===== config.mk =====
export PLATFORM = sky130hd
export DESIGN_NAME = grad_mag_dir
export DESIGN_NICKNAME = d
export VERILOG_FILES = /design/src/rtl/grad_mag_dir.sv
export SDC_FILE = /design/constraint.sdc
export NUM_CORES = 1
export LEC_CHECK = 0
export BUFFER_PORTS_ARGS = -buffer_cell sky130_fd_sc_hd__clkbuf_2
export CELL_PAD_IN_SITES_DETAIL_PLACEMENT = 0
export CELL_PAD_IN_SITES_GLOBAL_PLACEMENT = 1
export CORE_MARGIN = 4
export CORE_UTILIZATION = 53
export CTS_CLUSTER_DIAMETER = 30
export DETAILED_ROUTE_END_ITERATION = 8
export PLACE_DENSITY_LB_ADDON = 0.1
export RECOVER_POWER = 50
export SLEW_MARGIN = 20
export SYNTH_ARGS = -nofsm -noshare
export SYNTH_HDL_FRONTEND = slang
export SYNTH_SLANG_ARGS = --single-unit

===== constraint.sdc =====
create_clock -name i_clk -period 10.3 [get_ports i_clk]
set_input_delay 1.03 -clock i_clk [delete_from_list [all_inputs] [get_ports i_clk]]
set_output_delay 1.03 -clock i_clk [all_outputs]
set_load 0.02 [all_outputs]

===== src/rtl/grad_mag_dir.sv =====
// Gradient magnitude / direction stage: saturated L1 magnitude plus a 2-bit
// quantised direction per pixel, with line-length checking and full backpressure.
module grad_mag_dir #(
   parameter int unsigned IMG_WIDTH = 800,
   parameter int unsigned MAG_WIDTH = 12
) (
   input  logic        i_clk,
   input  logic        i_aresetn,
   input  logic [31:0] s_axis_tdata,
   input  logic        s_axis_tvalid,
   input  logic        s_axis_tuser,
   input  logic        s_axis_tlast,
   output logic        s_axis_tready,
   output logic [15:0] m_axis_tdata,
   output logic        m_axis_tvalid,
   output logic        m_axis_tuser,
   output logic        m_axis_tlast,
   input  logic        m_axis_tready,
   output logic        o_line_err
);

   localparam int unsigned COL_W  = (IMG_WIDTH > 2) ? $clog2(IMG_WIDTH) : 1;
   localparam int unsigned SUM_W  = 17;
   localparam int unsigned PROD_W = 27;
   localparam int unsigned DATA_W = 16;
   localparam logic [SUM_W-1:0]  MAG_MAX  = SUM_W'((1 << MAG_WIDTH) - 1);
   localparam logic [COL_W-1:0]  COL_LAST = COL_W'(IMG_WIDTH - 1);
   localparam logic [PROD_W-1:0] K_LO     = PROD_W'(106);
   localparam logic [PROD_W-1:0] K_HI     = PROD_W'(618);

   typedef struct packed {
      logic [15:0] ax;
      logic [15:0] ay;
      logic        sx;
      logic        sy;
      logic        user;
      logic        last;
   } s1_t;

   typedef struct packed {
      logic [SUM_W-1:0]  sum;
      logic [PROD_W-1:0] a256;
      logic [PROD_W-1:0] x106;
      logic [PROD_W-1:0] x618;
      logic              sx;
      logic              sy;
      logic              user;
      logic              last;
   } s2_t;

   logic [1:0]        rst_sync_q, rst_sync_d;
   logic              rst_n;
   logic              v1_q, v1_d, v2_q, v2_d, v3_q, v3_d;
   s1_t               s1_q, s1_d;
   s2_t               s2_q, s2_d;
   logic [DATA_W-1:0] data3_q, data3_d;
   logic              user3_q, user3_d, last3_q, last3_d;
   logic [COL_W-1:0]  col_q, col_d;
   logic              err_q, err_d;

   logic              en_c, acc_c;
   logic [15:0]       gx_c, gy_c;
   logic [1:0]        dir_c;
   logic [MAG_WIDTH-1:0] mag_c;

   // Reset release is re-timed to the clock; assertion stays asynchronous.
   always_comb rst_sync_d = {rst_sync_q[0], 1'b1};

   always_ff @(posedge i_clk or negedge i_aresetn) begin
      if (!i_aresetn) rst_sync_q <= '0;
      else            rst_sync_q <= rst_sync_d;
   end

   assign rst_n = rst_sync_q[1];

   always_comb begin
      en_c    = ~v3_q | m_axis_tready;
      acc_c   = s_axis_tvalid & en_c & rst_n;
      gx_c    = s_axis_tdata[15:0];
      gy_c    = s_axis_tdata[31:16];

      v1_d    = v1_q;
      s1_d    = s1_q;
      v2_d    = v2_q;
      s2_d    = s2_q;
      v3_d    = v3_q;
      data3_d = data3_q;
      user3_d = user3_q;
      last3_d = last3_q;
      col_d   = col_q;
      err_d   = 1'b0;

      // Thresholds compare ay*256 against ax*tan(22.5)*256 and ax*tan(67.5)*256.
      mag_c = (s2_q.sum >= MAG_MAX) ? MAG_MAX[MAG_WIDTH-1:0] : s2_q.sum[MAG_WIDTH-1:0];
      if (s2_q.a256 <= s2_q.x106)      dir_c = 2'd0;
      else if (s2_q.a256 >= s2_q.x618) dir_c = 2'd2;
      else if (s2_q.sx == s2_q.sy)     dir_c = 2'd1;
      else                             dir_c = 2'd3;

      if (en_c) begin
         v1_d      = acc_c;
         s1_d.ax   = gx_c[15] ? 16'(~gx_c + 16'd1) : gx_c;
         s1_d.ay   = gy_c[15] ? 16'(~gy_c + 16'd1) : gy_c;
         s1_d.sx   = gx_c[15];
         s1_d.sy   = gy_c[15];
         s1_d.user = s_axis_tuser;
         s1_d.last = s_axis_tlast;

         v2_d      = v1_q;
         s2_d.sum  = SUM_W'(s1_q.ax) + SUM_W'(s1_q.ay);
         s2_d.a256 = PROD_W'(s1_q.ay) << 8;
         s2_d.x106 = PROD_W'(s1_q.ax) * K_LO;
         s2_d.x618 = PROD_W'(s1_q.ax) * K_HI;
         s2_d.sx   = s1_q.sx;
         s2_d.sy   = s1_q.sy;
         s2_d.user = s1_q.user;
         s2_d.last = s1_q.last;

         v3_d      = v2_q;
         data3_d   = {dir_c, 14'(mag_c)};
         user3_d   = s2_q.user;
         last3_d   = s2_q.last;
      end

      // Column checker; a tuser+tlast beat yields one pulse and tlast decides col.
      if (acc_c) begin
         err_d = (s_axis_tuser && (col_q != '0)) ||
                 (s_axis_tlast && (col_q != COL_LAST)) ||
                 (!s_axis_tlast && (col_q == COL_LAST));
         if (s_axis_tlast)           col_d = '0;
         else if (s_axis_tuser)      col_d = COL_W'(1);
         else if (col_q == COL_LAST) col_d = '0;
         else                        col_d = col_q + COL_W'(1);
      end
   end

   always_ff @(posedge i_clk or negedge rst_n) begin
      if (!rst_n) begin
         v1_q    <= 1'b0;
         s1_q    <= '0;
         v2_q    <= 1'b0;
         s2_q    <= '0;
         v3_q    <= 1'b0;
         data3_q <= '0;
         user3_q <= 1'b0;
         last3_q <= 1'b0;
         col_q   <= '0;
         err_q   <= 1'b0;
      end else begin
         v1_q    <= v1_d;
         s1_q    <= s1_d;
         v2_q    <= v2_d;
         s2_q    <= s2_d;
         v3_q    <= v3_d;
         data3_q <= data3_d;
         user3_q <= user3_d;
         last3_q <= last3_d;
         col_q   <= col_d;
         err_q   <= err_d;
      end
   end

   assign s_axis_tready = en_c & rst_n;
   assign m_axis_tdata  = data3_q;
   assign m_axis_tvalid = v3_q;
   assign m_axis_tuser  = user3_q;
   assign m_axis_tlast  = last3_q;
   assign o_line_err    = err_q;

endmodule


Word-level counts from Yosys, hierarchy flattened. Index checks and enable logic that the tools add are counted.

Word-level logic and storage cells: 59. Bits in registers: 152. Input bits: 38. Output and inout port bits: 21.

Equal/unequal tests: 3. Bitwise gates (word level): 7. Magnitude comparators: 3. Add/subtract/negate cells: 4. Muxes and demuxes: 10. Reductions and logical operators: 7. Multiply operators: 2.

Operators by type and width (number): adder 16 x 1 -> 16 bit, second input constant (2); two-way mux 16 bit (2); NOT 16 bit (2); two-way mux 10 bit (3); greater-or-equal comparator 24 x 26 -> 1 bit (1); multiplier 16 x 9 -> 25 bit, second input constant (1); <= comparator 24 x 23 -> 1 bit (1); multiplier 16 x 6 -> 22 bit, second input constant (1); adder 16 x 16 -> 17 bit (1); greater-or-equal comparator 17 x 12 -> 1 bit, second input constant (1); two-way mux 12 bit (1); adder 10 x 1 -> 10 bit, second input constant (1); equality test 10 bit, second input constant (1); != test 10 bit, second input constant (1); nonzero test 10 bit (1); two-way mux 2 bit (3); bitwise AND 1 bit (3); logical AND 1 bit (3); logical OR 1 bit (2); equality test 1 bit (1); logical NOT 1 bit (1); two-way mux 1 bit (1); NOT 1 bit (1); bitwise OR 1 bit (1).

Logic depth before layout (Yosys ltp).
Depth in word-level cells: 5. Mapped depth: 15. Depth with buffers taken out: 15.

Least setup slack after synthesis. OpenSTA, ideal clock, no wires.

Kind: register -> output. Start point: register rst_sync_q[1]. End point: output s_axis_tready. Stages on the path, launching flop included: 2. Buffers on the path: 0. Data required time: 9.270 ns. Slack: 5.246 ns. Arrival time: 4.024 ns. Cells stage by stage: dfrtp_1 > and2_1.

Word-level cells in the longest chain between the ends: 1.

RTL lines: start, declared (line 51) `logic [1:0] rst_sync_q, rst_sync_d;`; start signal, assigned (line 71) `else rst_sync_q <= rst_sync_d;`; bitwise AND 1 bit (line 163) `assign s_axis_tready = en_c & rst_n;`; end, declared (line 13) `output logic s_axis_tready,`.

Every way passes these cells.

Worst setup path in the final report.
Start point: input m_axis_tready. End point: register s1_q[27] (netlist bit).

Word-level cells in the longest chain between the ends: 1.

RTL lines: start, declared (line 18) `input logic m_axis_tready,`; bitwise OR 1 bit (line 77) `en_c = ~v3_q | m_axis_tready;`; end signal, assigned (line 140) `s1_q <= '0;`; end signal, assigned (line 151) `s1_q <= s1_d;`; end, declared (line 54) `s1_t s1_q, s1_d;`.

Every way passes these cells. A chain may end at the register's enable or synchronous reset.

==> impl_metrics.ini <==
[layout]
number_of_nets_in_the_finished_design = 1685
antenna_cells_inserted = 0
area_growth_syn_to_layout_pct = 8.76
final.fill_count = 2094
fin_util = 0.586
drive_gt1_frac = 0.0592

[yosys]
post_synth_xor_area_fraction = 0.0488
ys_ff_latch = 148
synth_top_area_frac = 0.303
synth_commonest_cells = sky130_fd_sc_hd__nand2_1 (207), sky130_fd_sc_hd__inv_1 (185), sky130_fd_sc_hd__ha_1 (170)
yosys.area.top_type = sky130_fd_sc_hd__dfrtp_1
synthMostInstantiatedCell = sky130_fd_sc_hd__nand2_1
largest_family_of_logic_cells_by_synthesized_area = adder cells
post_synth_edffs = 0
synth-async-reset-ratio = 1.00
synth_compound_gate_area_share = 0.162
syn-mean-instance-area_um2 = 8.82
postSynthCellCount = 1383
netlist_area_um2 = 12200
cell_types_with_the_largest_area_share_after_synthesis = sky130_fd_sc_hd__dfrtp_1 (30%), sky130_fd_sc_hd__ha_1 (17%), sky130_fd_sc_hd__fa_1 (8.9%), sky130_fd_sc_hd__nand2_1 (6.4%), sky130_fd_sc_hd__inv_1 (5.7%)
sequential_to_total_area_share_from_yosys_stat = 0.303
post_synth_cell_types = 70
synth_mux_area_frac = 0.00246
yosys.area_share.simple = 0.150
synth_ff_type = sky130_fd_sc_hd__dfrtp_1
synth-warning-count = 0
yosys.area_share.adder = 0.263

[die]
fp.dieW_um = 160
initial_utilization = 0.539
i_o_pin_count = 59
die_area_um2 = 25500
core-area_um2 = 22600
placementRows = 55
die_h_um = 160

[global_routing]
grt_max_degree = 153
initial_antenna_violation_count = 0
track_usage = 0.240
via_count_of_the_first_global_routing_pass = 9315
grt_first_pass_wirelength_um = 49300
overflow = 0

[critical_path]
timing.critical_path.to_type = register
regToRegSetupSlack_ns = 4.55
cp.buffers_inverters = 2
cp_slowest_stage_delay_ns = 4.21
timing.critical_path.from_type = input port
crit_top_cell = sky130_fd_sc_hd__clkbuf_1
reg2regPathDepth = 3
worstPathArrival_ns = 6.12
crit_slowest_cell = sky130_fd_sc_hd__clkbuf_1
critical_path.top_delay_family = buffers and inverters
r2r_start = m_axis_tvalid
critical_setup_path_kind = in -> reg
worstPathMaxFanout = 152
critical_path_required_ns = 10.37
path_cells = clkbuf_1 -> nor2b_4 -> clkbuf_1 -> o21ai_0
reg2reg_to = s1_q[27]

[sta]
setup_viol = 0
worst_slew_margin_rel = -3.06
fin_crit_sh = 0.588
fmaxAchievable_ghz = 0.165
rsz_0062_raised_after_global_routing = no
maxSlewViolCount = 342
tns_ns = 0
final_critical_path_setup_slack_ns = 4.24
max_slew.worst_pin.slew_ns = 6.09
maximum_clock_skew_at_final_layout_ns = 0.0173
hold_violations = 0
timing.final.crit_period_ns = 6.06

[place]
pre_cts_slack_ns = 5.94
detailedPlacementHpwl_um = 23400
finalWeightedCongestion = 0.891
port-buffer-count = 56

[route]
antenna_viol_nets_final = 0
route.final.wire_length_um = 29900
detail_route.drc_violations = 0
wire_per_inst_um = 17.4
route.vias.total = 9596
drt_pre_antenna_iters = 5
dr.first_iter.drc_count = 582
routed_via_density = 5.58

[clock_network]
clockRootBuffer = sky130_fd_sc_hd__clkbuf_16
cts.path.max_buffers = 2
clock_tree.htree_level_count = 4
cts-hold-fix-buffers = 0
cts_post_setup_buffers_inserted = 0
worstSkewPairLatency_ns = 0.44
cts_made_buffers = 17
clock_tree_from_tritoncts = yes
cts.sinks = 148
worst_path_clk_slew_ns = 0.07
cts_resized = 0

[outcome]
run_status = finished with violations
failed_checks = capacitance limit, slew limit

[flow_run]
cap_viol_max_count = 4

[hold_path]
hold_path.class = reg -> async
-- cell families after synthesis --
| group | count (synthesis) |
|---|---|
| compound gates | 311 |
| xor+xnor | 68 |
| fa+ha+maj | 224 |
| buf+inv | 225 |
| flops | 148 |
| mux | 3 |
| other cells | 2 |
| simple gates | 402 |
-- worst max path at each step --
| stage | slack [ns] | to | depth (start not counted) | from |
|---|---|---|---|---|
| after floorplan | 5.25 | s_axis_tready | 1 | rst_sync_q[1] |
| after global placement | 6.05 | s2_q[23] | 14 | s1_q[26] |
| after detailed placement | 5.94 | s2_q[23] | 12 | s1_q[31] |
| after CTS | 5.93 | s2_q[23] | 12 | s1_q[31] |
| after global routing | 3.39 | s1_q[29] | 4 | m_axis_tready |
| final | 4.24 | s1_q[27] | 4 | m_axis_tready |
-- worst reg2reg max path: cells and delay by family (launching register included) --
kind            cells  cell delay, ns
compound gates      1            0.67
buf+inv             1            4.21
flops               1            0.37
simple gates        1            0.14
-- metal layers --
metal | wire length [µm] | vias up | global-route usage | share of wire
met5 | 0 | - | 0 | 0
met4 | 628 | 0 | 0.0607 | 0.021
met3 | 789 | 34 | 0.0315 | 0.026
met2 | 14200 | 138 | 0.397 | 0.48
met1 | 14300 | 4618 | 0.337 | 0.48
li1 | - | 4806 | - | -
-- through the flow --
step                area (µm²)  cells  hold slack [ns]
floorplan                12200   1384            0.331
finish                   13300   1721            0.318
CTS                      13300   1721            0.216
detailed placement       12700   1689            0.208
global placement         12700   1689            0.207
global route             13300   1721            0.363
-- registers in the layout, summed over array words and instances (netlist names), 2 cells and up --
name and cells:
m_axis_tdata 14, rst_sync_q 2, col_q 10, s1_q 36
s2_q 80
-- final cells by class --
class	count	area [µm²]	share of cell area
clock buffers	17	425	0.0321
clock inverters	15	164	0.0123
inverters	185	694	0.0523
multi-input cells	1011	7650	0.577
flip-flops and latches	148	3700	0.279
well taps	285	357	0.0269
repair buffers	60	274	0.0206
-- cells in the final DEF (no fill, tap or decap), types with 13 or more instances in the layout --
cell type | Yosys | final
sky130_fd_sc_hd__nand2_1 | 207 | 207
sky130_fd_sc_hd__nor3_1 | 16 | 17
sky130_fd_sc_hd__xor2_1 | 57 | 57
sky130_fd_sc_hd__o31ai_1 | 18 | 18
sky130_fd_sc_hd__o21ai_0 | 82 | 82
sky130_fd_sc_hd__nor2_1 | 75 | 75
sky130_fd_sc_hd__dfrtp_1 | 148 | 148
sky130_fd_sc_hd__inv_1 | 185 | 185
sky130_fd_sc_hd__nand3_1 | 17 | 17
sky130_fd_sc_hd__clkbuf_16 | 0 | 17
sky130_fd_sc_hd__a21o_1 | 22 | 22
sky130_fd_sc_hd__clkbuf_1 | 29 | 23
sky130_fd_sc_hd__ha_1 | 170 | 170
sky130_fd_sc_hd__a211oi_1 | 14 | 14
sky130_fd_sc_hd__nand4_1 | 13 | 13
sky130_fd_sc_hd__fa_1 | 54 | 54
sky130_fd_sc_hd__clkbuf_2 | 0 | 36
sky130_fd_sc_hd__a21oi_1 | 89 | 89
Power is left out: the tool's default activity adds up to more than one toggle a clock period on the data nets, which glitch-free logic cannot reach.
